## config.mk

```make
export PLATFORM = sky130hd
export DESIGN_NAME = start_color_encoder
export DESIGN_NICKNAME = d
export VERILOG_FILES = /design/src/rtl/start_color_encoder.sv
export SDC_FILE = /design/constraint.sdc
export NUM_CORES = 1
export LEC_CHECK = 0
export CORE_MARGIN = 2
export CORE_UTILIZATION = 58
export DETAILED_ROUTE_END_ITERATION = 10
export PLACE_DENSITY = 0.77
export SYNTH_ARGS = -nofsm -noshare
export SYNTH_HDL_FRONTEND = slang
export SYNTH_SLANG_ARGS = --single-unit
export TNS_END_PERCENT = 1
```

## constraint.sdc

```tcl
create_clock -name clk -period 16.4 [get_ports clk]
set_input_delay 3.28 -clock clk [delete_from_list [all_inputs] [get_ports clk]]
set_output_delay 3.28 -clock clk [all_outputs]
set_load 0.005 [all_outputs]
```

## src/rtl/start_color_encoder.sv

```systemverilog
// Nearest-colour palette encoder: maps a 12-bit RGB pixel to one of ten fixed
// palette entries (index 1..10) by squared distance, or to index 0 when transparent.
module start_color_encoder #(
    parameter bit          KEY_EN  = 1'b1,
    parameter logic [11:0] KEY_RGB = 12'hF0F
) (
    input  logic        clk,
    input  logic        rst_n,
    input  logic        in_valid,
    output logic        in_ready,
    input  logic [11:0] in_rgb,
    input  logic        in_transparent,
    output logic        out_valid,
    input  logic        out_ready,
    output logic [3:0]  out_index,
    output logic [9:0]  out_dist
);

    typedef enum logic [1:0] {
        IDLE   = 2'd0,
        SEARCH = 2'd1,
        DONE   = 2'd2
    } state_t;

    state_t      r_state;
    logic [11:0] r_rgb;
    logic [3:0]  r_k;
    logic [9:0]  r_best_dist;
    logic [3:0]  r_best_idx;
    logic        r_in_ready;
    logic        r_out_valid;
    logic [3:0]  r_out_index;
    logic [9:0]  r_out_dist;

    logic [11:0] w_pal;
    logic [3:0]  w_diff [3];
    logic [7:0]  w_sq   [3];
    logic [9:0]  w_dist;
    logic        w_better;
    logic        w_accept;
    logic        w_key_hit;

    // Candidate colour for the entry currently being evaluated.
    always_comb begin
        w_pal = 12'h000;
        case (r_k)
            4'd1:    w_pal = 12'hD42;
            4'd2:    w_pal = 12'h921;
            4'd3:    w_pal = 12'hFF9;
            4'd4:    w_pal = 12'h210;
            4'd5:    w_pal = 12'h778;
            4'd6:    w_pal = 12'h6B4;
            4'd7:    w_pal = 12'hDD0;
            4'd8:    w_pal = 12'hFFF;
            4'd9:    w_pal = 12'h0F0;
            4'd10:   w_pal = 12'hBBB;
            default: w_pal = 12'h000;
        endcase
    end

    // Per-channel absolute difference and square; channel 0 is blue, 2 is red.
    genvar gi;
    generate
        for (gi = 0; gi < 3; gi++) begin : g_chan
            logic [3:0] w_a;
            logic [3:0] w_b;
            assign w_a        = r_rgb[gi*4 +: 4];
            assign w_b        = w_pal[gi*4 +: 4];
            assign w_diff[gi] = (w_a >= w_b) ? (w_a - w_b) : (w_b - w_a);
            assign w_sq[gi]   = 8'(w_diff[gi]) * 8'(w_diff[gi]);
        end
    endgenerate

    // Max 3*225 = 675, so the 10-bit sum cannot overflow.
    assign w_dist    = 10'(w_sq[0]) + 10'(w_sq[1]) + 10'(w_sq[2]);
    assign w_better  = (w_dist < r_best_dist);
    assign w_accept  = in_valid && r_in_ready;
    assign w_key_hit = KEY_EN && (in_rgb == KEY_RGB);

    always_ff @(posedge clk or negedge rst_n) begin
        if (!rst_n) begin
            r_state     <= IDLE;
            r_rgb       <= 12'h000;
            r_k         <= 4'd0;
            r_best_dist <= 10'd0;
            r_best_idx  <= 4'd0;
            r_in_ready  <= 1'b0;
            r_out_valid <= 1'b0;
            r_out_index <= 4'd0;
            r_out_dist  <= 10'd0;
        end else begin
            case (r_state)
                IDLE: begin
                    if (w_accept) begin
                        r_rgb      <= in_rgb;
                        r_in_ready <= 1'b0;
                        if (in_transparent || w_key_hit) begin
                            r_state     <= DONE;
                            r_out_valid <= 1'b1;
                            r_out_index <= 4'd0;
                            r_out_dist  <= 10'd0;
                        end else begin
                            r_state     <= SEARCH;
                            r_k         <= 4'd1;
                            r_best_dist <= 10'h3FF;
                            r_best_idx  <= 4'd1;
                        end
                    end else begin
                        r_in_ready <= 1'b1;
                    end
                end
                SEARCH: begin
                    // Strict less-than keeps the lowest index on ties.
                    if (w_better) begin
                        r_best_dist <= w_dist;
                        r_best_idx  <= r_k;
                    end
                    if (r_k == 4'd10) begin
                        r_state     <= DONE;
                        r_out_valid <= 1'b1;
                        r_out_index <= w_better ? r_k : r_best_idx;
                        r_out_dist  <= w_better ? w_dist : r_best_dist;
                    end else begin
                        r_k <= r_k + 4'd1;
                    end
                end
                DONE: begin
                    if (out_ready) begin
                        r_state     <= IDLE;
                        r_out_valid <= 1'b0;
                        r_in_ready  <= 1'b1;
                    end
                end
                default: begin
                    r_state     <= IDLE;
                    r_out_valid <= 1'b0;
                    r_in_ready  <= 1'b0;
                end
            endcase
        end
    end

    assign in_ready  = r_in_ready;
    assign out_valid = r_out_valid;
    assign out_index = r_out_index;
    assign out_dist  = r_out_dist;

endmodule

```

Word-level counts from Yosys, hierarchy flattened
Memory sizes are Yosys's and may differ from the RTL's.
Index checks and enable logic that the tools add are counted.
Widths: inputs -> output; s select.
{"block": "word_totals", "ff_bits": 48, "latch_bits": 0, "ram_bits": 0, "rom_bits": 192, "in_bits": 17, "output_inout_bits": 16, "memories": 1}
{"name": "(name not given)", "depth": 16, "word_bits": 12, "rd": 1, "rd_clocked_by_memory_dff": 0, "wr": 0, "line": "46", "rtl": "case (r_k)"}
{"block": "op_classes", "n_addsub": 9, "n_mul": 3, "n_div": 0, "order_cmp": 4, "eq_ne": 10, "shifts": 0, "muxes": 34, "bitwise_logic": 1, "n_reduce_logical": 11}
{"cell": "$mux 10", "count": 6}
{"cell": "$mux 4", "count": 10}
{"cell": "$pmux 10 s2", "count": 2}
{"cell": "$mul 4x4->8", "count": 3}
{"cell": "$pmux 4 s2", "count": 3}
{"cell": "$sub 4x4->4", "count": 6}
{"cell": "$eq 12x12->1 const B", "count": 1}
{"cell": "$ge 4x4->1", "count": 3}
{"cell": "$ne 2x2->1 const B", "count": 6}
{"cell": "$reduce_and 4->1", "count": 3}
{"cell": "$add 9x8->10", "count": 1}
{"cell": "$lt 10x10->1", "count": 1}
{"cell": "$add 8x8->9", "count": 1}
{"cell": "$mux 2", "count": 4}
{"cell": "$mux 1", "count": 6}
{"cell": "$pmux 1 s3", "count": 2}
{"cell": "$pmux 2 s3", "count": 1}
{"cell": "$reduce_and 3->1", "count": 2}
{"cell": "$add 4x1->4 const B", "count": 1}
{"cell": "$eq 4x4->1 const B", "count": 1}
{"cell": "$reduce_and 2->1", "count": 2}
{"cell": "$eq 2x1->1 const B", "count": 1}
{"cell": "$eq 2x2->1 const B", "count": 1}
{"cell": "$logic_not 2->1", "count": 1}
{"cell": "4 further kinds", "count": 4}

Depth between registers and ports, before layout
An unclocked memory read counts as a cell.
{"block": "depth", "ltp_word": 10, "ltp_mapped": 35, "mapped_depth_nobuf": 33}

Worst setup path before layout
OpenSTA, ideal clock, no wires.
{"block": "synth_path", "path_type": "register to register", "startpoint": "register r_k[1]", "endpoint": "register r_best_dist[7]", "setup_time_ps": 125, "arrival_ps": 7846, "required_ps": 16275, "setup_slack_ps": 8429, "stages_incl_launch_ff": 31, "path_buffers": 1, "period_less_slack_ps": 7971, "path_cell_list": "dfrtp_1 > ha_1 > inv_1 > ha_1 > nand2b_1 > a21boi_0 > inv_1 > ha_1 > fa_1 > or4b_2 > nor3_1 > a211o_1 > ha_1 > xor2_1 > fa_1 > fa_1 > fa_1 > inv_1 > fa_1 > inv_1 > ha_1 > o21ai_0 > or4b_2 > o2111ai_1 > ha_1 > nand4_1 > or2_1 > o21ba_4 > nand3_4 > buf_6 > mux2_4"}
{"block": "synth_between", "elab_chain_len": 9}
{"item": "start, declared", "line": "27", "rtl": "logic [3:0] r_k;"}
{"item": "start signal, assigned", "line": "124", "rtl": "r_k <= r_k + 4'd1;"}
{"item": "$mem_v2 16x12 (*)"}
{"item": "$sub 4x4->4 or $ge 4x4->1 (tied branches)", "line": "69", "rtl": "assign w_diff[gi] = (w_a >= w_b) ? (w_a - w_b) : (w_b - w_a);"}
{"item": "$mux 4", "line": "69"}
{"item": "$mul 4x4->8", "line": "70", "rtl": "assign w_sq[gi] = 8'(w_diff[gi]) * 8'(w_diff[gi]);"}
{"item": "$add 8x8->9", "line": "75", "rtl": "assign w_dist = 10'(w_sq[0]) + 10'(w_sq[1]) + 10'(w_sq[2]);"}
{"item": "$add 9x8->10 (*)", "line": "75"}
{"item": "$lt 10x10->1", "line": "76", "rtl": "assign w_better = (w_dist < r_best_dist);"}
{"item": "$mux 10 (*)", "line": "114", "rtl": "if (w_better) begin"}
{"item": "$pmux 10 s2 (*)", "line": "92", "rtl": "case (r_state)"}
{"item": "end signal, assigned", "line": "115", "rtl": "r_best_dist <= w_dist;"}
{"item": "end, declared", "line": "28", "rtl": "logic [9:0] r_best_dist;"}
Every way passes the cells marked *; elsewhere a longest branch is shown, timed or not.
A chain may end at the register's enable or synchronous reset.

Final worst setup path
{"block": "layout_path", "startpoint": "register r_k[0]", "endpoint": "register r_out_dist[8], in the netlist out_dist[8]"}
{"block": "layout_between", "elab_chain_len": 10}
{"item": "$mem_v2 16x12"}
{"item": "$sub 4x4->4 or $ge 4x4->1 (tied branches)", "line": "69"}
{"item": "$mux 4", "line": "69"}
{"item": "$mul 4x4->8", "line": "70"}
{"item": "$add 8x8->9", "line": "75"}
{"item": "$add 9x8->10", "line": "75"}
{"item": "$lt 10x10->1", "line": "76"}
{"item": "$mux 10"}
{"item": "$mux 10", "line": "118", "rtl": "if (r_k == 4'd10) begin"}
{"item": "$pmux 10 s2", "line": "92"}
{"item": "end signal, assigned", "line": "122", "rtl": "r_out_dist <= w_better ? w_dist : r_best_dist;"}
{"item": "end, declared", "line": "33", "rtl": "logic [9:0] r_out_dist;"}
Parallel ways exist; a longest one is shown, timed or not. The select of a mux whose other input is x is not followed.

==> flow_summary.json <==
{
  "dpl.cell_count": 680,
  "rsz0062_at_grt": "no",
  "fin_cells": 688,
  "outcome": "finished, final reports clean",
  "ys_ff_latch": 48,
  "drv_cap": 0,
  "required_ps": 16600,
  "worst_r2r_path_depth": 28,
  "n_antenna_cell": 0,
  "min_path_type": "reg -> reg",
  "synth_edf_count": 0,
  "area_growth_pct": 10.4,
  "grt_pass1_wl_um": 19800,
  "holdWs_ps": 510,
  "clock_skew_ps": 10.3,
  "numPortBuffers": 32,
  "cts_setup_buffers": 0,
  "fillers": 644,
  "synth-seq-area-share_pct": 24.0,
  "overflow": 0,
  "wirelength_um": 11000,
  "min-delay-start": "out_index[2]",
  "cpMostUsedCell": "ha_1",
  "antenna_found_initial": 0,
  "die-height_um": 96.9,
  "num_vias": 3967,
  "reg2reg_slack_ps": 7480,
  "synth_cells": 553,
  "die-area_um2": 9390,
  "ctsResizeCount": 0,
  "nNetsFinal": 695,
  "finalCriticalPeriod_ps": 8920,
  "drt_iter0_drc": 221,
  "htreeDepth": 2,
  "multiInputGateArea_um2": 3430,
  "syn_area_um2": 5000,
  "grt_usage_pct": 25.2,
  "yosysUniqueCellTypes": 70,
  "yosysWarningCount": 0,
  "layout_common_cells": "82 x inv_1, 68 x ha_1, 63 x nand2_1",
  "coreArea_um2": 8300,
  "crit_type": "reg -> reg",
  "r2r-end": "out_dist[8]",
  "cts_tree": "done",
  "hold_depth": 2,
  "final_common_cell": "inv_1",
  "wl_per_cell_um": 16.0,
  "min_to": "out_index[2]",
  "slowest_stage": "or4b_2",
  "relSlewSlack_pct": 47.5,
  "tns_ps": 0,
  "seq_area_um2": 1200,
  "cts_buffers": 5,
  "synth_area_per_cell_um2": 9.05,
  "grt_max_degree": 49,
  "cts-root-buf": "clkbuf_8",
  "die_w_um": 96.9,
  "syn_nets": 666,
  "rows": 33,
  "final_core_util_pct": 66.5,
  "drive_gt1_share_pct": 7.38,
  "hpwlAfterDp_um": 8970,
  "period_share_pct": 54.4,
  "grt_pass1_vias": 4203,
  "start_util_pct": 60.3,
  "numClockSinks": 48,
  "gp_congestion": 0.874,
  "worst-endpoint-arrival_ps": 9110,
  "async_flop_share_pct": 100,
  "ys.flop_type": "dfrtp_1",
  "worstReg2RegStart": "r_k[0]",
  "drv_slew": 0,
  "fmax_ghz": 0.112,
  "io-pin-count": 33,
  "clk_pin_slew_ps": 100,
  "cp_max_fo": 11,
  "slowest_delay_ps": 640,
  "cts_buffer_depth": 2,
  "finalSetupViolCount": 0,
  "drcViolationCount": 0,
  "antenna_left": 0,
  "cp-start-kind": "flop",
  "critPathCaptureType": "flop",
  "cts_hold_buffers": 0,
  "hold_viol": 0,
  "avgViaCountPerCell": 5.77,
  "worstMarginPinSlew_ps": 782,
  "dr.pass1.iters": 5,
  "clk_latency_ps": 310
}
-- logic make-up (layout without fill, tap and decap cells) --
group                      after synthesis  in the layout  synth area share [%]
muxes                                   25             25                  5.73
buffers and inverters                   94            124                  7.38
and+or+nand+nor                        162            162                  15.9
xor gates and xnor gates                12             12                  2.10
adders and majority gates               96             96                  28.2
AOI/OAI and AO/OA                      116            116                  16.7
DFF                                     48             48                  24.0
-- cell usage after synthesis, types with 3 or more instances --
master,number,area (um2)
fa_1,28,561
a21boi_0,3,22.5
o21ai_0,29,145
nand3b_1,3,22.5
buf_2,4,20.0
nand2_1,63,236
nand2b_1,3,18.8
dfrtp_1,48,1200
inv_1,82,308
nand4_1,6,37.5
nor2b_1,8,50.1
and4b_1,4,40.0
a221o_1,3,30.0
o22ai_1,3,18.8
mux2_2,8,90.1
xnor2_1,7,61.3
o31ai_1,3,22.5
and2_1,7,43.8
a211o_1,3,26.3
clkbuf_1,6,22.5
xor2_1,5,43.8
a211oi_1,3,22.5
o211ai_1,7,52.6
a31oi_1,3,18.8
o21a_1,7,52.6
or2_2,4,25.0
mux2i_1,13,130
ha_1,68,851
nor2_1,37,139
o311ai_0,5,43.8
a21oi_1,21,105
nor3_1,10,50.1
nand3_1,4,20.0
a21o_1,3,22.5
-- how the worst max path moves through the flow --
stage / from / to / slack [ps] / cells after the start
after floorplan: r_k[1] / r_best_dist[7] / 8430 / 30
after global placement: r_k[0] / out_dist[7] / 8000 / 28
after detailed placement: r_k[0] / out_dist[8] / 7610 / 28
after CTS: r_k[0] / out_dist[8] / 7520 / 28
after global routing: r_k[0] / out_dist[8] / 6780 / 28
final: r_k[0] / out_dist[8] / 7480 / 28
-- registers in the layout (all words and copies together), names as in the netlist --
signal / count
in_ready: 1
r_best_idx: 4
r_rgb: 12
r_state: 2
out_dist: 10
r_k: 4
out_index: 4
r_best_dist: 10
out_valid: 1
-- critical path, delay by kind of cell (launching register included) --
family / cells / cell delay (ps)
buffers and inverters: 4 / 290
DFF: 1 / 510
AOI/OAI and AO/OA: 6 / 1960
adders and majority gates: 11 / 3950
xor gates and xnor gates: 1 / 180
and+or+nand+nor: 6 / 1910
-- final cells by class --
type | instances | share of cell area (%)
timing repair buffer | 34 | 5.98
multi-input combinational | 411 | 62.2
clock buffer | 5 | 1.25
sequential | 48 | 21.7
clock inverter | 3 | 0.906
tap | 105 | 2.38
inverter | 82 | 5.57
-- layer usage --
metal,track usage [%],vias up,wire (um)
met1,34.6,1924,5030
met3,3.32,17,349
met2,42.7,78,5470
li1,-,1948,-
met5,0,-,0
met4,5.63,0,185
-- stage by stage --
step | worst slack (ps) | cell area, um2
6_report | 7480 | 5520
5_1_grt | 6780 | 5520
4_1_cts | 7520 | 5520
3_5_place_dp | 7610 | 5400
3_3_place_gp | 8000 | 5400
2_1_floorplan | 8430 | 5000
Power is not shown: default switching activity piles up to over one toggle a cycle in this logic, so the estimate is an artifact.
